$ cat src/rtl/riscv_ctrl_pkg.sv
// Shared RV32I control encodings: opcode/func3 fields, FSM states and datapath select codes.
package riscv_ctrl_pkg;

    localparam logic [6:0] OP_LOAD  = 7'b0000011;
    localparam logic [6:0] OP_STORE = 7'b0100011;
    localparam logic [6:0] OP_R     = 7'b0110011;
    localparam logic [6:0] OP_I     = 7'b0010011;
    localparam logic [6:0] OP_AUIPC = 7'b0010111;
    localparam logic [6:0] OP_LUI   = 7'b0110111;
    localparam logic [6:0] OP_B     = 7'b1100011;
    localparam logic [6:0] OP_JAL   = 7'b1101111;
    localparam logic [6:0] OP_JALR  = 7'b1100111;

    localparam logic [2:0] F3_ADD = 3'b000;
    localparam logic [2:0] F3_SLL = 3'b001;
    localparam logic [2:0] F3_SLT = 3'b010;
    localparam logic [2:0] F3_AND = 3'b111;
    localparam logic [2:0] F3_BEQ = 3'b000;
    localparam logic [2:0] F3_BNE = 3'b001;

    localparam logic [1:0] SRCA_PC    = 2'b00;
    localparam logic [1:0] SRCA_OLDPC = 2'b01;
    localparam logic [1:0] SRCA_RS1   = 2'b10;
    localparam logic [1:0] SRCA_ZERO  = 2'b11;

    localparam logic [1:0] SRCB_RS2  = 2'b00;
    localparam logic [1:0] SRCB_IMM  = 2'b01;
    localparam logic [1:0] SRCB_FOUR = 2'b10;

    localparam logic [1:0] ALUOP_ADD  = 2'b00;
    localparam logic [1:0] ALUOP_SUB  = 2'b01;
    localparam logic [1:0] ALUOP_FUNC = 2'b10;

    localparam logic [1:0] RES_ALUOUT = 2'b00;
    localparam logic [1:0] RES_MEM    = 2'b01;
    localparam logic [1:0] RES_ALU    = 2'b10;

    typedef enum logic [3:0] {
        S_HALT, S_FETCH, S_DECODE, S_MEMADR, S_MEMRD, S_MEMWR, S_MEMWB,
        S_EXECR, S_EXECI, S_EXECA, S_EXECL, S_ALUWB, S_BRANCH, S_JALRADR, S_JUMP
    } state_t;

    typedef struct packed {
        logic       mem_req;
        logic       mem_we;
        logic       adr_src;
        logic       ir_write;
        logic       pc_write;
        logic       pc_src;
        logic       reg_write;
        logic [1:0] alu_src_a;
        logic [1:0] alu_src_b;
        logic [1:0] alu_op;
        logic [1:0] result_src;
    } ctrl_t;

    function automatic logic alu_i_ok(input logic [2:0] f3);
        return (f3 == F3_ADD) || (f3 == F3_AND) || (f3 == F3_SLL) || (f3 == F3_SLT);
    endfunction

endpackage

$ cat src/rtl/multicycle_ctrl_if.sv
// Controller <-> datapath/memory bundle: IR fields and flags in, mux selects and strobes out.
interface multicycle_ctrl_if;
    logic [6:0] opcode;
    logic [2:0] func3;
    logic       zero;
    logic       mem_ready;
    logic       mem_req;
    logic       mem_we;
    logic       adr_src;
    logic       ir_write;
    logic       pc_write;
    logic       pc_src;
    logic       reg_write;
    logic [1:0] alu_src_a;
    logic [1:0] alu_src_b;
    logic [1:0] alu_op;
    logic [1:0] result_src;

    modport master (
        input  opcode, func3, zero, mem_ready,
        output mem_req, mem_we, adr_src, ir_write, pc_write, pc_src, reg_write,
               alu_src_a, alu_src_b, alu_op, result_src
    );
    modport slave (
        output opcode, func3, zero, mem_ready,
        input  mem_req, mem_we, adr_src, ir_write, pc_write, pc_src, reg_write,
               alu_src_a, alu_src_b, alu_op, result_src
    );
endinterface

$ cat src/rtl/mc_ctrl_outdec.sv
// State -> control-vector decode for the multicycle controller.
// Latency: combinational. Backpressure: FETCH strobes qualify on mem_ready.
module mc_ctrl_outdec
    import riscv_ctrl_pkg::*;
(
    input  state_t     st,
    input  logic       mem_ready,
    input  logic       zero,
    input  logic [2:0] func3,
    output ctrl_t      ctl
);

    always_comb begin
        ctl = '0;
        case (st)
            S_FETCH: begin
                ctl.mem_req    = 1'b1;
                ctl.alu_src_a  = SRCA_PC;
                ctl.alu_src_b  = SRCB_FOUR;
                ctl.result_src = RES_ALU;
                ctl.ir_write   = mem_ready;
                ctl.pc_write   = mem_ready;
            end
            S_DECODE, S_EXECA: begin
                ctl.alu_src_a = SRCA_OLDPC;
                ctl.alu_src_b = SRCB_IMM;
            end
            S_MEMADR, S_JALRADR: begin
                ctl.alu_src_a = SRCA_RS1;
                ctl.alu_src_b = SRCB_IMM;
            end
            S_MEMRD: begin
                ctl.mem_req = 1'b1;
                ctl.adr_src = 1'b1;
            end
            S_MEMWR: begin
                ctl.mem_req = 1'b1;
                ctl.mem_we  = 1'b1;
                ctl.adr_src = 1'b1;
            end
            S_MEMWB: begin
                ctl.reg_write  = 1'b1;
                ctl.result_src = RES_MEM;
            end
            S_EXECR: begin
                ctl.alu_src_a = SRCA_RS1;
                ctl.alu_src_b = SRCB_RS2;
                ctl.alu_op    = ALUOP_FUNC;
            end
            S_EXECI: begin
                ctl.alu_src_a = SRCA_RS1;
                ctl.alu_src_b = SRCB_IMM;
                ctl.alu_op    = ALUOP_FUNC;
            end
            S_EXECL: begin
                ctl.alu_src_a = SRCA_ZERO;
                ctl.alu_src_b = SRCB_IMM;
            end
            S_ALUWB: begin
                ctl.reg_write  = 1'b1;
                ctl.result_src = RES_ALUOUT;
            end
            S_BRANCH: begin
                ctl.alu_src_a = SRCA_RS1;
                ctl.alu_src_b = SRCB_RS2;
                ctl.alu_op    = ALUOP_SUB;
                ctl.pc_src    = 1'b1;
                // beq takes on equal, bne on not-equal
                ctl.pc_write  = (func3 == F3_BNE) ? !zero : zero;
            end
            S_JUMP: begin
                ctl.alu_src_a  = SRCA_OLDPC;
                ctl.alu_src_b  = SRCB_FOUR;
                ctl.result_src = RES_ALU;
                ctl.reg_write  = 1'b1;
                ctl.pc_write   = 1'b1;
                ctl.pc_src     = 1'b1;
            end
            default: ;
        endcase
    end

endmodule

$ cat src/rtl/multicycle_ctrl.sv
// Multicycle RV32I control FSM sequencing ALU, unified memory port and regfile.
// Latency (0-wait mem): lw 5, sw/R/I/AUIPC/LUI/jalr 4, branch/jal 3 cycles.
// Backpressure: memory states hold their request until mem_ready or timeout halt.
module multicycle_ctrl
    import riscv_ctrl_pkg::*;
#(
    parameter int CNT_W   = 32,
    parameter int MEM_TMO = 64
) (
    input  logic               clk,
    input  logic               rst_n,
    input  logic               run,
    multicycle_ctrl_if.master  dp,
    output logic               halted,
    output logic               err,
    output logic [CNT_W-1:0]   instret
);

    localparam int TW = (MEM_TMO > 1) ? $clog2(MEM_TMO) : 1;

    state_t        st, st_nxt;
    ctrl_t         ctl;
    logic [TW-1:0] tmo_ctr;
    logic          mem_wait, tmo_hit, retire, illegal;

    mc_ctrl_outdec u_outdec (
        .st        (st),
        .mem_ready (dp.mem_ready),
        .zero      (dp.zero),
        .func3     (dp.func3),
        .ctl       (ctl)
    );

    assign dp.mem_req    = ctl.mem_req;
    assign dp.mem_we     = ctl.mem_we;
    assign dp.adr_src    = ctl.adr_src;
    assign dp.ir_write   = ctl.ir_write;
    assign dp.pc_write   = ctl.pc_write;
    assign dp.pc_src     = ctl.pc_src;
    assign dp.reg_write  = ctl.reg_write;
    assign dp.alu_src_a  = ctl.alu_src_a;
    assign dp.alu_src_b  = ctl.alu_src_b;
    assign dp.alu_op     = ctl.alu_op;
    assign dp.result_src = ctl.result_src;
    assign halted        = (st == S_HALT);

    assign mem_wait = ctl.mem_req && !dp.mem_ready;
    assign tmo_hit  = (MEM_TMO != 0) && mem_wait && (tmo_ctr == TW'(MEM_TMO - 1));

    always_comb begin
        st_nxt  = st;
        retire  = 1'b0;
        illegal = 1'b0;
        case (st)
            S_HALT:   if (run && !err) st_nxt = S_FETCH;
            S_FETCH:  if (tmo_hit) st_nxt = S_HALT;
                      else if (dp.mem_ready) st_nxt = S_DECODE;
            S_DECODE: begin
                case (dp.opcode)
                    OP_LOAD, OP_STORE: st_nxt = S_MEMADR;
                    OP_R:     st_nxt = S_EXECR;
                    OP_I:     if (alu_i_ok(dp.func3)) st_nxt = S_EXECI; else illegal = 1'b1;
                    OP_AUIPC: st_nxt = S_EXECA;
                    OP_LUI:   st_nxt = S_EXECL;
                    OP_B:     if (dp.func3 == F3_BEQ || dp.func3 == F3_BNE) st_nxt = S_BRANCH;
                              else illegal = 1'b1;
                    OP_JAL:   st_nxt = S_JUMP;
                    OP_JALR:  st_nxt = S_JALRADR;
                    default:  illegal = 1'b1;
                endcase
                if (illegal) st_nxt = S_HALT;
            end
            S_MEMADR: st_nxt = (dp.opcode == OP_STORE) ? S_MEMWR : S_MEMRD;
            S_MEMRD:  if (tmo_hit) st_nxt = S_HALT;
                      else if (dp.mem_ready) st_nxt = S_MEMWB;
            S_MEMWR:  if (tmo_hit) st_nxt = S_HALT;
                      else if (dp.mem_ready) retire = 1'b1;
            S_EXECR, S_EXECI, S_EXECA, S_EXECL: st_nxt = S_ALUWB;
            S_JALRADR: st_nxt = S_JUMP;
            S_MEMWB, S_ALUWB, S_BRANCH, S_JUMP: retire = 1'b1;
            default:  st_nxt = S_HALT;
        endcase
        // run is only sampled at instruction boundaries
        if (retire) st_nxt = run ? S_FETCH : S_HALT;
    end

    always_ff @(posedge clk or negedge rst_n) begin
        if (!rst_n) begin
            st      <= S_HALT;
            err     <= 1'b0;
            instret <= '0;
            tmo_ctr <= '0;
        end else begin
            st <= st_nxt;
            if (illegal || tmo_hit) err <= 1'b1;
            if (retire) instret <= instret + CNT_W'(1);
            if (!mem_wait || tmo_hit) tmo_ctr <= '0;
            else                      tmo_ctr <= tmo_ctr + TW'(1);
        end
    end

endmodule

$ cat src/flat_wrapper.sv
// flat-port wrapper written by rule: the top's interface ports become plain ports
module multicycle_ctrl_flat import riscv_ctrl_pkg::*;
#(
    parameter int CNT_W   = 32,
    parameter int MEM_TMO = 64
)
  (clk, rst_n, run, halted, err, instret, dp_opcode, dp_func3, dp_zero, dp_mem_ready, dp_mem_req, dp_mem_we, dp_adr_src, dp_ir_write, dp_pc_write, dp_pc_src, dp_reg_write, dp_alu_src_a, dp_alu_src_b, dp_alu_op, dp_result_src);
  multicycle_ctrl_if dp_i ();
  input  logic clk;
  input  logic rst_n;
  input  logic run;
  output logic halted;
  output logic err;
  output logic [CNT_W-1:0] instret;
  input wire logic [$bits(dp_i.opcode)-1:0] dp_opcode;
  input wire logic [$bits(dp_i.func3)-1:0] dp_func3;
  input wire logic [$bits(dp_i.zero)-1:0] dp_zero;
  input wire logic [$bits(dp_i.mem_ready)-1:0] dp_mem_ready;
  output wire logic [$bits(dp_i.mem_req)-1:0] dp_mem_req;
  output wire logic [$bits(dp_i.mem_we)-1:0] dp_mem_we;
  output wire logic [$bits(dp_i.adr_src)-1:0] dp_adr_src;
  output wire logic [$bits(dp_i.ir_write)-1:0] dp_ir_write;
  output wire logic [$bits(dp_i.pc_write)-1:0] dp_pc_write;
  output wire logic [$bits(dp_i.pc_src)-1:0] dp_pc_src;
  output wire logic [$bits(dp_i.reg_write)-1:0] dp_reg_write;
  output wire logic [$bits(dp_i.alu_src_a)-1:0] dp_alu_src_a;
  output wire logic [$bits(dp_i.alu_src_b)-1:0] dp_alu_src_b;
  output wire logic [$bits(dp_i.alu_op)-1:0] dp_alu_op;
  output wire logic [$bits(dp_i.result_src)-1:0] dp_result_src;
  assign dp_i.opcode = dp_opcode;
  assign dp_i.func3 = dp_func3;
  assign dp_i.zero = dp_zero;
  assign dp_i.mem_ready = dp_mem_ready;
  assign dp_mem_req = dp_i.mem_req;
  assign dp_mem_we = dp_i.mem_we;
  assign dp_adr_src = dp_i.adr_src;
  assign dp_ir_write = dp_i.ir_write;
  assign dp_pc_write = dp_i.pc_write;
  assign dp_pc_src = dp_i.pc_src;
  assign dp_reg_write = dp_i.reg_write;
  assign dp_alu_src_a = dp_i.alu_src_a;
  assign dp_alu_src_b = dp_i.alu_src_b;
  assign dp_alu_op = dp_i.alu_op;
  assign dp_result_src = dp_i.result_src;
  multicycle_ctrl #(.CNT_W(CNT_W), .MEM_TMO(MEM_TMO)) u_core (.clk(clk), .rst_n(rst_n), .run(run), .dp(dp_i), .halted(halted), .err(err), .instret(instret));
endmodule
$ cat config.mk
export PLATFORM = sky130hd
export DESIGN_NAME = multicycle_ctrl_flat
export DESIGN_NICKNAME = d
export VERILOG_FILES = /design/src/rtl/riscv_ctrl_pkg.sv /design/src/rtl/multicycle_ctrl_if.sv /design/src/rtl/mc_ctrl_outdec.sv /design/src/rtl/multicycle_ctrl.sv /design/src/flat_wrapper.sv
export SDC_FILE = /design/constraint.sdc
export NUM_CORES = 1
export LEC_CHECK = 0
export CORE_AREA = 2 2 95 97
export DETAILED_ROUTE_END_ITERATION = 7
export DIE_AREA = 0 0 97 99
export HOLD_SLACK_MARGIN = 0.03
export PLACE_DENSITY = 0.62
export SYNTH_ARGS = -nofsm -noshare
export SYNTH_HDL_FRONTEND = slang
export SYNTH_SLANG_ARGS = --single-unit
$ cat constraint.sdc
create_clock -name clk -period 4.2 [get_ports clk]
set_input_delay 1.05 -clock clk [delete_from_list [all_inputs] [get_ports clk]]
set_output_delay 1.05 -clock clk [all_outputs]
set_load 0.005 [all_outputs]
; ---- Yosys cells after proc, flatten, opt, wreduce, memory -nomap -nowiden
; Index checks and enable logic that the tools add are counted.
[classes]
n_addsub = 2
eq_ne = 35
mux = 34
n_reduce_logical = 29
[ops]
columns = op, count
row1 = two-way mux 4 bit, 10
row2 = one-hot mux 4 bit (9 select lines), 1
row3 = adder 32 x 1 -> 32 bit (second input constant), 1
row4 = one-hot mux 4 bit (8 select lines), 1
row5 = == test 4 bit (second input constant), 7
row6 = one-hot mux 4 bit (6 select lines), 1
row7 = == test 7 x 6 -> 1 bit (second input constant), 3
row8 = == test 7 bit (second input constant), 3
row9 = == test 4 x 3 -> 1 bit (second input constant), 4
row10 = two-way mux 1 bit, 15
row11 = == test 7 x 5 -> 1 bit (second input constant), 2
row12 = OR reduction 2 bit, 7
row13 = != test 11 x 9 -> 1 bit (second input constant), 1
row14 = != test 5 x 2 -> 1 bit (second input constant), 2
row15 = OR reduction 3 bit, 3
row16 = == test 4 x 2 -> 1 bit (second input constant), 2
row17 = != test 4 x 2 -> 1 bit (second input constant), 2
row18 = one-hot mux 2 bit (2 select lines), 2
row19 = AND reduction 8 bit, 1
row20 = OR reduction 4 bit, 2
row21 = == test 7 x 2 -> 1 bit (second input constant), 1
row22 = OR reduction 7 bit, 1
row23 = adder 6 x 1 -> 6 bit (second input constant), 1
row24 = == test 6 bit (second input constant), 1
row25 = 14 further kinds, 26
[totals]
ff_bits = 43
out_inout_bits = 49

; ---- Longest topological paths before layout
; Gate-level depths: netlist of run 1.
[logic_depth]
depth_word = 10
depth_mapped = 7

; ---- By module
; Synthesis of run 1 repeated with hierarchy kept, for this count alone.
[hier_totals]
cells_unflattened = 284
area_unflattened_um2 = 2697.6
[by_module_without_submodules]
columns = mod, n_inst, cells_each, area_each_um2
row1 = multicycle_ctrl, 1, 245, 2433.6
row2 = mc_ctrl_outdec, 1, 39, 264.0

; ---- Worst setup path after synthesis of run 1
; No wires, ideal clock.
[synth_path]
path_type = input to output
startpoint = in dp_func3[1]
endpoint = out dp_pc_write
arrival_ns = 1.557
t_required_ns = 3.150
path_slack_ns = 1.593
stages = 5
path_buffers = 0
cell_sequence = nor2_1 > nand2_1 > xnor2_1 > o21ai_0 > nand2b_1
[synth_via]
elab_chain_len = 3
[synth_lines]
columns = item, line_no
row1 = from (decl), flat_wrapper.sv:16  ; input wire logic [$bits(dp_i.func3)-1:0] dp_func3;
row2 = == test 3 x 1 -> 1 bit, mc_ctrl_outdec.sv:69  ; ctl.pc_write = (func3 == F3_BNE) ? !zero : zero;
row3 = two-way mux 1 bit, mc_ctrl_outdec.sv:69
row4 = one-hot mux 1 bit (3 select lines), mc_ctrl_outdec.sv:15  ; case (st)
row5 = to (decl), flat_wrapper.sv:23  ; output wire logic [$bits(dp_i.pc_write)-1:0] dp_pc_write;
; No other way between the ends.

; ---- Final worst setup path of run 1
[layout_path]
startpoint = in dp_func3[2]
endpoint = out dp_pc_write
; The elaborated chain is that of the path after synthesis.

==> results of run 1 <==
[power by group]
group	switching, mW	total [mW]	internal [mW]
sequential	0.138	0.599	0.461
clock	0.130	0.241	0.111
combinational	0.290	0.636	0.346
[metrics by stage]
stage	area [um2]	cells
global placement	3303	442
finish	3376	448
CTS	3376	448
floorplan	2585	280
detailed placement	3303	442
global route	3376	448
[final cells by class]
cell class / count / area [um2] / share of cell area [%]
Clock buffer: 6 / 72.57 / 2.150
Timing Repair Buffer: 63 / 625.6 / 18.53
Tap cell: 108 / 135.1 / 4.003
Sequential cell: 43 / 1076 / 31.88
Inverter: 12 / 45.04 / 1.334
Multi-Input combinational cell: 216 / 1421 / 42.11
[worst min-delay path by stage]
stage                      start                 to  slack, ns  cells after the start
6_report       u_core.tmo_ctr[0]  u_core.tmo_ctr[0]       0.46                      1
2_1_floorplan  u_core.tmo_ctr[0]  u_core.tmo_ctr[0]       0.43                      1
5_1_grt        u_core.tmo_ctr[0]  u_core.tmo_ctr[0]       0.50                      1
3_3_place_gp   u_core.tmo_ctr[0]  u_core.tmo_ctr[0]       0.45                      1
3_5_place_dp   u_core.tmo_ctr[0]  u_core.tmo_ctr[0]       0.45                      1
4_1_cts        u_core.tmo_ctr[0]  u_core.tmo_ctr[0]       0.46                      1
[critical path, cell delays in order]
cell	delay (ns)
sky130_fd_sc_hd__clkdlybuf4s50_1	0.44
sky130_fd_sc_hd__nor2_1	0.14
sky130_fd_sc_hd__nand2_1	0.08
sky130_fd_sc_hd__xnor2_1	0.12
sky130_fd_sc_hd__o21ai_0	0.08
sky130_fd_sc_hd__nand2b_1	0.10
sky130_fd_sc_hd__clkdlybuf4s50_1	0.49
[cell usage after synthesis (2+ instances only)]
cell type                  number  share of area (%)
sky130_fd_sc_hd__nand3b_1       2               0.58
sky130_fd_sc_hd__a211o_1        2               0.68
sky130_fd_sc_hd__o21ai_0       11                2.1
sky130_fd_sc_hd__or2_2          2               0.48
sky130_fd_sc_hd__nor2_1        29                4.2
sky130_fd_sc_hd__nand3_1        9                1.7
sky130_fd_sc_hd__nand2b_1       5                1.2
sky130_fd_sc_hd__o311ai_0       2               0.68
sky130_fd_sc_hd__nor3_1        19                3.7
sky130_fd_sc_hd__clkbuf_1       6               0.87
sky130_fd_sc_hd__nor2b_1       10                2.4
sky130_fd_sc_hd__buf_4          2               0.58
sky130_fd_sc_hd__a21oi_1        5               0.97
sky130_fd_sc_hd__mux2i_1        2               0.77
sky130_fd_sc_hd__nor4_1         5                1.2
sky130_fd_sc_hd__o21ai_1        2               0.39
sky130_fd_sc_hd__nand2_1       27                3.9
sky130_fd_sc_hd__inv_1         12                1.7
sky130_fd_sc_hd__and3_1         2               0.48
sky130_fd_sc_hd__or3_1          2               0.48
sky130_fd_sc_hd__dfrtp_1       43                 42
sky130_fd_sc_hd__ha_1           2               0.97
sky130_fd_sc_hd__nand4_1        5                1.2
sky130_fd_sc_hd__xnor2_1       12                4.1
sky130_fd_sc_hd__and2_1         3               0.73
sky130_fd_sc_hd__nor4_2         2               0.97
sky130_fd_sc_hd__o31ai_1        4                1.2
sky130_fd_sc_hd__xor2_1        24                8.1
[cells by family after synthesis]
logic type,count (synthesis),synth area share [%]
AO/OA/AOI/OAI,43,12.68
AND/OR/NAND/NOR,131,27.54
adder cells (fa/ha/maj),3,1.355
multiplexers,3,1.210
buffers and inverters,21,3.388
flip-flops,43,41.63
XOR/XNOR,36,12.20
[registers in the layout (all words and copies together) (netlist names)]
signal,cells
u_core.instret,32
u_core.tmo_ctr,6
u_core.st,4
u_core.err,1
[routing by layer]
layer | vias up | GRT usage, %
met5 | - | 0
met1 | 1047 | 17.68
li1 | 1100 | -
met3 | 4 | 3.617
met4 | 0 | 3.684
met2 | 63 | 19.55
==> Implementation_results.wiki, run 1 <==
{| class="wikitable"
! Metric !! Value
|-
| RSZ-0062 raised after global routing || false
|-
| Total of endpoints with negative setup slack in the final report || 0
|-
| FILL cells || 842
|-
| Layout Utilization || 39.48%
|-
| Number of synthesized flops with an enable pin || 0
|-
| Core region area || 8551 um2
|-
| Flip-flop and latch count after synthesis || 43
|-
| Width of the chip || 97 um
|-
| Total power consumption of the routed design || 1.476 mW
|-
| Launch point of the critical path || dp_func3[2]
|-
| Global-route wire length before repair || 10,210 um
|-
| Top sig layer || met4
|-
| Maximum Capacitance Violations || 0
|-
| Part of the cycle the worst path needs || 84.91%
|-
| Deepest clock path buffer count || 2
|-
| Total wire length || 5985 um
|-
| CTS tree || done
|-
| Total clock sinks || 43
|-
| Areal power density over the cells || 437.3 nW/um2
|-
| Global route overflow || 0
|-
| Total vias in the final route || 2,214
|-
| Detailed route wirelength on metal3 || 346 um
|-
| Clk Latency, worst-skew pair || 0.29 ns
|-
| Commonest non-fill, non-tap cell in the layout || sky130_fd_sc_hd__clkdlybuf4s50_1
|-
| Hold_ws || 0.4576 ns
|-
| Total of buffers placed on input and output ports || 63
|-
| Crit Path Max Fanout || 3
|-
| CP Launch Type || primary input
|-
| Summed instance area of the synthesized netlist || 2585 um2
|-
| Number of warnings printed during yosys synthesis || 0
|-
| Most frequent cells in the layout || 62 x sky130_fd_sc_hd__clkdlybuf4s50_1, 43 x sky130_fd_sc_hd__dfrtp_1, 29 x sky130_fd_sc_hd__nor2_1
|-
| DP Wirelength || 4370 um
|-
| Number of nets in the layout || 358
|-
| Transition time at the pin with the least slew margin || 0.9714 ns
|-
| Setup fix buffers added after clock tree synthesis || 0
|-
| H-tree depth || 2
|-
| Starting density of the core || 30.23%
|-
| Max Freq || 280.4 MHz
|-
| Setup slack of the worst register-to-register path || 1.75 ns
|-
| Die boundary height || 99 um
|-
| Post-synth net total || 297
|-
| Mean instance size in the synthesized netlist || 9.232 um2
|-
| Run status || completed
|-
| Final weighted congestion of routability-driven global placement || 0.7906
|-
| I/O pins || 64
|-
| Setup Crit Path Kind || primary input to primary output
|-
| Post-synth cell types || 57
|-
| Total Neg Setup Slack || 0 ns
|-
| Tightest Hold Check Type || register to register
|-
| R2R cell count || 5
|-
| Overall track demand over capacity in global routing || 12.77%
|-
| Worst endpoint required time || 3.15 ns
|-
| Reg-to-Reg Start || u_core.st[1]
|-
| Tightest slew margin relative to the limit || 35.24%
|-
| Total routed wire length on the met1 layer || 2833 um
|-
| IR drop worst, VDD || 0.1779 mV
|-
| Antenna viol nets, final || 0
|-
| Final setup slack of the worst path || 0.6339 ns
|-
| Cells after synthesis || 280
|-
| Worst Clk Skew || 0.008924 ns
|-
| Die Footprint || 9603 um2
|-
| Count of routing violations after the opening detailed-route iteration || 91
|-
| Number of antenna violations at the first check in global routing || 0
|-
| Minimum setup slack after placement || 0.6271 ns
|-
| Pins over their slew limit || 0
|-
| Standard-cell rows || 34
|-
| Cells resized by post-CTS repair || 0
|-
| Clock-pin slew on the worst setup and hold paths || 0.07 ns
|-
| Number of design rule violations left after detail routing || 0
|-
| Minimum period implied by the final worst setup slack || 3.566 ns
|-
| Endpoint kind of the worst setup timing path || primary output
|-
| Sum of met2 wire segment lengths after detailed routing || 2769 um
|-
| Ratio of cells with drive above 1 in the final layout || 5.882%
|-
| Largest net degree at the start of global routing || 44
|-
| Count of inserted antenna diode cells || 0
|-
| Cell leakage power || 1.420 nW
|-
| DRT Pass-1 Iters || 4
|-
| Share of synthesized registers carrying an async set or reset || 100.0%
|-
| Final hold violation count || 0
|-
| Capture point of the worst reg-to-reg path || u_core.instret[6]
|-
| Signed area change from the synthesized netlist to the final layout || 30.59%
|-
| Via-to-Cell Ratio || 4.942
|-
| Clock tree root driver cell || sky130_fd_sc_hd__clkbuf_8
|-
| Via count of the first global-routing pass || 2,118
|-
| Hold bufs inserted after CTS || 0
|-
| Post-DR wirelength/cell || 13.36 um
|-
| Endpoint of the worst setup timing path || dp_pc_write
|-
| Post-synth top flop || sky130_fd_sc_hd__dfrtp_1
|-
| Arrival time reported for the critical path endpoint || 2.52 ns
|-
| Clock buffer count from CTS || 5
|-
| Sequential-to-total area share from yosys stat || 41.63%
|}
No activity file was read; power rests on OpenSTA's default activity.
==> run 2, diff against run 1 <==
==> constraint.sdc (replaced) <==
create_clock -name clk -period 3.45 [get_ports clk]
set_input_delay 0.8625 -clock clk [delete_from_list [all_inputs] [get_ports clk]]
set_output_delay 0.8625 -clock clk [all_outputs]
set_load 0.005 [all_outputs]
==> Implementation_results.wiki, run 2 (same netlist as run 1, synthesis figures left out) <==
{| class="wikitable"
! Metric !! Value
|-
| Largest regs || u_core.instret: 32 flops, u_core.tmo_ctr: 6 flops, u_core.st: 4 flops
|-
| Tightest Hold Check Type || register to register
|-
| Total clock sinks || 43 (unchanged)
|-
| CTS tree || done
|-
| DP Wirelength || 4399 um (+0.67%)
|-
| Launch point of the critical path || dp_func3[2]
|-
| Die Footprint || 9603 um2 (unchanged)
|-
| Worst Clk Skew || 0.008155 ns (-0.0007690 ns)
|-
| H-tree depth || 2 (unchanged)
|-
| Total wire length || 6008 um (+0.38%)
|-
| Post-route cell area || 3413 um2 (+1.1%)
|-
| Clock tree root driver cell || sky130_fd_sc_hd__clkbuf_8
|-
| Maximum Capacitance Violations || 0 (unchanged)
|-
| Most frequent cells in the layout || 62 x sky130_fd_sc_hd__clkdlybuf4s50_1, 43 x sky130_fd_sc_hd__dfrtp_1, 29 x sky130_fd_sc_hd__nor2_1
|-
| IR drop worst, VDD || 0.2210 mV (+24%)
|-
| Number of nets in the layout || 361 (+0.84%)
|-
| Minimum period implied by the final worst setup slack || 3.188 ns
|-
| Total Neg Setup Slack || 0 ns (unchanged)
|-
| Hold bufs inserted after CTS || 0 (unchanged)
|-
| Width of the chip || 97 um (unchanged)
|-
| Endpoint kind of the worst setup timing path || primary output
|-
| Overall track demand over capacity in global routing || 12.72% (-0.051 points)
|-
| Setup Crit Path Kind || primary input to primary output
|-
| Clock buffer count from CTS || 5 (unchanged)
|-
| Global route overflow || 0 (unchanged)
|-
| Signed area change from the synthesized netlist to the final layout || 32.04%
|-
| Final hold violation count || 0 (unchanged)
|-
| Run status || completed
|-
| Standard-cell rows || 34 (unchanged)
|-
| Areal power density over the cells || 539.5 nW/um2 (+23%)
|-
| Arrival time reported for the critical path endpoint || 2.33 ns (-0.19 ns)
|-
| DRT Pass-1 Iters || 4 (unchanged)
|-
| Total of buffers placed on input and output ports || 63 (unchanged)
|-
| Clk Latency, worst-skew pair || 0.29 ns (about the same)
|-
| Final setup slack of the worst path || 0.2620 ns (-0.3719 ns)
|-
| Total of endpoints with negative setup slack in the final report || 0 (unchanged)
|-
| Cell leakage power || 1.445 nW (+1.7%)
|-
| Total power consumption of the routed design || 1.842 mW (+25%)
|-
| CP Launch Type || primary input
|-
| Global-route wire length before repair || 10,290 um (+0.87%)
|-
| Total vias in the final route || 2,188 (-1.2%)
|-
| Crit Path Max Fanout || 3 (unchanged)
|-
| Ratio of cells with drive above 1 in the final layout || 7.267% (+1.4 points)
|-
| Final weighted congestion of routability-driven global placement || 0.8122 (+2.7%)
|-
| Max Freq || 313.7 MHz
|-
| Hold_ws || 0.4632 ns (+0.005636 ns)
|-
| Area of placed instances || 3326 um2 (+0.68%)
|-
| Via-to-Cell Ratio || 4.841 (-2.0%)
|-
| Post-DR wirelength/cell || 13.29 um (-0.50%)
|-
| Hold Crit Start || u_core.tmo_ctr[0]
|-
| Worst endpoint required time || 2.59 ns (-0.56 ns)
|-
| I/O pins || 64 (unchanged)
|-
| Clock-pin slew on the worst setup and hold paths || 0.08 ns (about the same)
|-
| RSZ-0062 raised after global routing || false
|-
| Part of the cycle the worst path needs || 92.41%
|-
| Pins over their slew limit || 0 (unchanged)
|-
| Biggest register || u_core.instret
|-
| Number of flip-flops in the largest register || 32 (unchanged)
|-
| Largest net degree at the start of global routing || 44 (unchanged)
|-
| Via count of the first global-routing pass || 2,178 (+2.8%)
|-
| Transition time at the pin with the least slew margin || 0.9701 ns (-0.001320 ns)
|-
| Core region area || 8551 um2 (unchanged)
|-
| Die boundary height || 99 um (unchanged)
|-
| Count of routing violations after the opening detailed-route iteration || 76 (-16%)
|-
| Starting density of the core || 30.23% (unchanged)
|-
| Reg-to-Reg Start || u_core.st[2]
|-
| Commonest non-fill, non-tap cell in the layout || sky130_fd_sc_hd__clkdlybuf4s50_1
|-
| Deepest clock path buffer count || 2 (unchanged)
|-
| Number of antenna violations at the first check in global routing || 0 (unchanged)
|-
| Number of design rule violations left after detail routing || 0 (unchanged)
|-
| Setup fix buffers added after clock tree synthesis || 0 (unchanged)
|-
| Antenna viol nets, final || 0 (unchanged)
|-
| Count of inserted antenna diode cells || 0 (unchanged)
|-
| Minimum setup slack after placement || 0.2601 ns (-0.3670 ns)
|-
| Cells resized by post-CTS repair || 0 (unchanged)
|-
| Tightest slew margin relative to the limit || 35.33% (+0.088 points)
|}
## run 2: cell count changes in the layout (fill, tap and decap cells not counted)
| cell | delta |
|---|---|
| sky130_fd_sc_hd__clkbuf_8 | +1 |
| sky130_fd_sc_hd__clkinv_2 | +1 |
| sky130_fd_sc_hd__clkbuf_1 | -1 |
| sky130_fd_sc_hd__buf_4 | +3 |
## run 2: stage by stage
step	instances	util, %
2_1_floorplan	280	-
3_3_place_gp	445	38.89
4_1_cts	452	39.92
6_report	452	39.92
5_1_grt	452	39.92
3_5_place_dp	445	38.89
## run 2: area by class of cell
class	count	area [um2]
multi-input cells	216	1421
fillers	857	5137
repair buffers	66	648.1
flip-flops and latches	43	1076
inverters	12	45.04
clock buffers	6	82.58
well taps	108	135.1
clock inverters	1	5.005
## run 2: layer usage
layer  wire, um  GRT usage (%)  part of all wire (%)  vias to the layer above
met3        273          2.624                   4.5                        5
met5          0              0                     0                        -
met4         42          3.250                  0.70                        0
met1       2943          17.35                    49                     1024
met2       2749          20.73                    46                       51
li1           -              -                     -                     1108
## run 2: critical path, cell delays in order
cell	delay, ns
sky130_fd_sc_hd__clkdlybuf4s50_1	0.44
sky130_fd_sc_hd__nor2_1	0.14
sky130_fd_sc_hd__nand2_1	0.09
sky130_fd_sc_hd__xnor2_1	0.13
sky130_fd_sc_hd__o21ai_0	0.09
sky130_fd_sc_hd__nand2b_1	0.07
sky130_fd_sc_hd__clkdlybuf4s50_1	0.49
## run 2: path summary, 6_finish.rpt
check | slack, ns | cells after the start | end
setup reg to reg | 1.14 | 5 | u_core.instret[6]
setup / recovery | 0.26 | 7 | dp_pc_write
max in group asynchronous | 2.12 | 1 | u_core.instret[14]
hold / removal | 0.46 | 1 | u_core.tmo_ctr[0]
hold reg to reg | 0.46 | 1 | u_core.tmo_ctr[0]
min in group asynchronous | 0.73 | 1 | u_core.instret[29]
## run 2: power breakdown
part           switching [mW]  internal (mW)
clock network           0.164          0.157
logic                   0.405          0.436
registers               0.118          0.562
==> run 3, diff against run 2 <==
--- a/config.mk
+++ b/config.mk
@@ -5,6 +5,7 @@
 export SDC_FILE = /design/constraint.sdc
 export NUM_CORES = 1
 export LEC_CHECK = 0
+export CAP_MARGIN = 40
 export CORE_AREA = 2 2 95 97
 export DETAILED_ROUTE_END_ITERATION = 7
 export DIE_AREA = 0 0 97 99
==> Implementation_results.wiki, run 3 (same netlist as run 1, synthesis figures left out) <==
{| class="wikitable"
! Metric !! Value
|-
| Width of the chip || 97 um (unchanged)
|-
| Setup slack of the worst register-to-register path || 1.16 ns (+0.02 ns)
|-
| Global route overflow || 0 (unchanged)
|-
| Die Footprint || 9603 um2 (unchanged)
|-
| Signed area change from the synthesized netlist to the final layout || 32.58%
|-
| Number of flip-flops in the largest register || 32 (unchanged)
|-
| Pins over their slew limit || 0 (unchanged)
|-
| Number of nets in the layout || 362 (+0.28%)
|-
| Arrival time reported for the critical path endpoint || 2.33 ns (about the same)
|-
| RSZ-0062 raised after global routing || false
|-
| Maximum Capacitance Violations || 0 (unchanged)
|-
| Clock tree root driver cell || sky130_fd_sc_hd__clkbuf_8
|-
| Endpoint kind of the worst setup timing path || primary output
|-
| DP Wirelength || 4472 um (+1.7%)
|-
| Setup Crit Path Kind || primary input to primary output
|-
| Starting density of the core || 30.23% (unchanged)
|-
| Via count of the first global-routing pass || 2,161 (-0.78%)
|-
| Largest regs || u_core.instret: 32 flops, u_core.tmo_ctr: 6 flops, u_core.st: 4 flops
|-
| Count of inserted antenna diode cells || 0 (unchanged)
|-
| GR Layer Usage met3 || 2.837% (+0.21 points)
|-
| DRT Pass-1 Iters || 4 (unchanged)
|-
| Tightest Hold Check Type || register to register
|-
| Global-route wire length before repair || 10,330 um (+0.34%)
|-
| Overall track demand over capacity in global routing || 12.75% (+0.028 points)
|-
| Total vias in the final route || 2,217 (+1.3%)
|-
| Core region area || 8551 um2 (unchanged)
|-
| Tightest slew margin relative to the limit || 52.37% (+17 points)
|-
| IR drop worst, VDD || 0.1914 mV (-13%)
|-
| Global-route track usage on met2 || 19.93% (-0.80 points)
|-
| Total wire length || 6005 um (about the same)
|-
| Worst endpoint required time || 2.59 ns (about the same)
|-
| Setup fix buffers added after clock tree synthesis || 0 (unchanged)
|-
| Cell leakage power || 1.449 nW (+0.32%)
|-
| Worst Clk Skew || 0.005611 ns (-0.002544 ns)
|-
| Total Neg Setup Slack || 0 ns (unchanged)
|-
| Final weighted congestion of routability-driven global placement || 0.8122 (unchanged)
|-
| FILL cells || 837 (-2.3%)
|-
| Largest net degree at the start of global routing || 24 (-45%)
|-
| Deepest clock path buffer count || 2 (unchanged)
|-
| Layout Utilization || 40.08% (+0.16 points)
|-
| Number of design rule violations left after detail routing || 0 (unchanged)
|-
| Commonest non-fill, non-tap cell in the layout || sky130_fd_sc_hd__clkdlybuf4s50_1
|-
| Global routing's busiest layer || met2
|-
| Die boundary height || 99 um (unchanged)
|-
| Total of buffers placed on input and output ports || 63 (unchanged)
|-
| Most frequent cells in the layout || 62 x sky130_fd_sc_hd__clkdlybuf4s50_1, 43 x sky130_fd_sc_hd__dfrtp_1, 29 x sky130_fd_sc_hd__nor2_1
|-
| Total clock sinks || 43 (unchanged)
|-
| Clock-pin slew on the worst setup and hold paths || 0.08 ns (about the same)
|-
| Crit Path Max Fanout || 3 (unchanged)
|-
| Total of endpoints with negative setup slack in the final report || 0 (unchanged)
|-
| Minimum period implied by the final worst setup slack || 3.195 ns (+0.006557 ns)
|-
| Areal power density over the cells || 532.6 nW/um2 (-1.3%)
|-
| Post-DR wirelength/cell || 13.23 um (-0.49%)
|-
| Final hold violation count || 0 (unchanged)
|-
| Max Freq || 313.0 MHz (-0.21%)
|-
| Part of the cycle the worst path needs || 92.60% (+0.19 points)
|-
| CP Launch Type || primary input
|-
| Transition time at the pin with the least slew margin || 0.7055 ns (-0.2645 ns)
|-
| Via-to-Cell Ratio || 4.883 (+0.88%)
|-
| Clk Latency, worst-skew pair || 0.29 ns (about the same)
|-
| Met1 capacity usage during global routing || 18.06% (+0.72 points)
|-
| Clock buffer count from CTS || 5 (unchanged)
|-
| Standard-cell rows || 34 (unchanged)
|-
| H-tree depth || 2 (unchanged)
|-
| Number of antenna violations at the first check in global routing || 0 (unchanged)
|-
| Ratio of cells with drive above 1 in the final layout || 7.225% (-0.042 points)
|-
| Cells resized by post-CTS repair || 0 (unchanged)
|-
| Biggest register || u_core.instret
|-
| I/O pins || 64 (unchanged)
|-
| Run status || completed
|-
| Count of routing violations after the opening detailed-route iteration || 66 (-13%)
|-
| Antenna viol nets, final || 0 (unchanged)
|-
| Hold bufs inserted after CTS || 0 (unchanged)
|-
| CTS tree || done
|}
run 3: cell types whose count changed in the layout (fill, tap and decap cells not counted), sizes merged:
| cell | delta |
|---|---|
| buf | +1 |
| clkbuf | +1 |
run 3: path summary, 6_finish.rpt:
| check | from | to | depth (start not counted) |
|---|---|---|---|
| worst max-delay path | dp_func3[2] | dp_pc_write | 7 |
| worst min-delay path | u_core.tmo_ctr[0] | u_core.tmo_ctr[0] | 1 |
| worst max register to register | u_core.st[2] | u_core.instret[6] | 5 |
| worst min register to register | u_core.tmo_ctr[0] | u_core.tmo_ctr[0] | 1 |
| max in group asynchronous | rst_n | u_core.instret[3] | 2 |
| min in group asynchronous | rst_n | u_core.instret[20] | 1 |
run 3: metal layers:
| layer | wire length (um) | share of wire (%) | vias up |
|---|---|---|---|
| li1 | - | - | 1112 |
| met1 | 2985 | 50 | 1037 |
| met2 | 2647 | 44 | 62 |
| met3 | 315 | 5.2 | 6 |
| met4 | 57 | 0.95 | 0 |
| met5 | 0 | 0 | - |
run 3: per-stage QoR:
stage / instances / hold WS, ns / worst slack [ns] / power [mW] / cell area [um2]
3_5_place_dp: 446 / 0.4581 / 0.2618 / 1.532 / 3346
3_3_place_gp: 445 / 0.4480 / 0.2980 / 1.526 / 3326
6_report: 454 / 0.4630 / 0.2554 / 1.825 / 3427
5_1_grt: 454 / 0.4989 / 0.1035 / 1.973 / 3427
4_1_cts: 454 / 0.4695 / 0.2573 / 1.846 / 3427
2_1_floorplan: 280 / 0.4329 / 1.218 / 1.175 / 2585
run 3: cell type report:
type / count / area, um2 / area share, %
Tap cell: 108 / 135.1 / 3.943
Clock inverter: 1 / 5.005 / 0.1460
Sequential cell: 43 / 1076 / 31.40
Clock buffer: 7 / 76.32 / 2.227
Inverter: 12 / 45.04 / 1.314
Multi-Input combinational cell: 216 / 1421 / 41.47
Timing Repair Buffer: 67 / 668.1 / 19.50
run 3: where the power goes:
group	leakage, nW	internal [mW]	switching [mW]
registers	0.561	0.562	0.118
clock network	0.0422	0.142	0.164
logic	0.846	0.438	0.400
total	1.45	1.14	0.683
run 3: critical path: stages:
cell	delay, ns
sky130_fd_sc_hd__clkdlybuf4s50_1	0.44
sky130_fd_sc_hd__nor2_1	0.15
sky130_fd_sc_hd__nand2_1	0.09
sky130_fd_sc_hd__xnor2_1	0.13
sky130_fd_sc_hd__o21ai_0	0.09
sky130_fd_sc_hd__nand2b_1	0.07
sky130_fd_sc_hd__clkdlybuf4s50_1	0.49
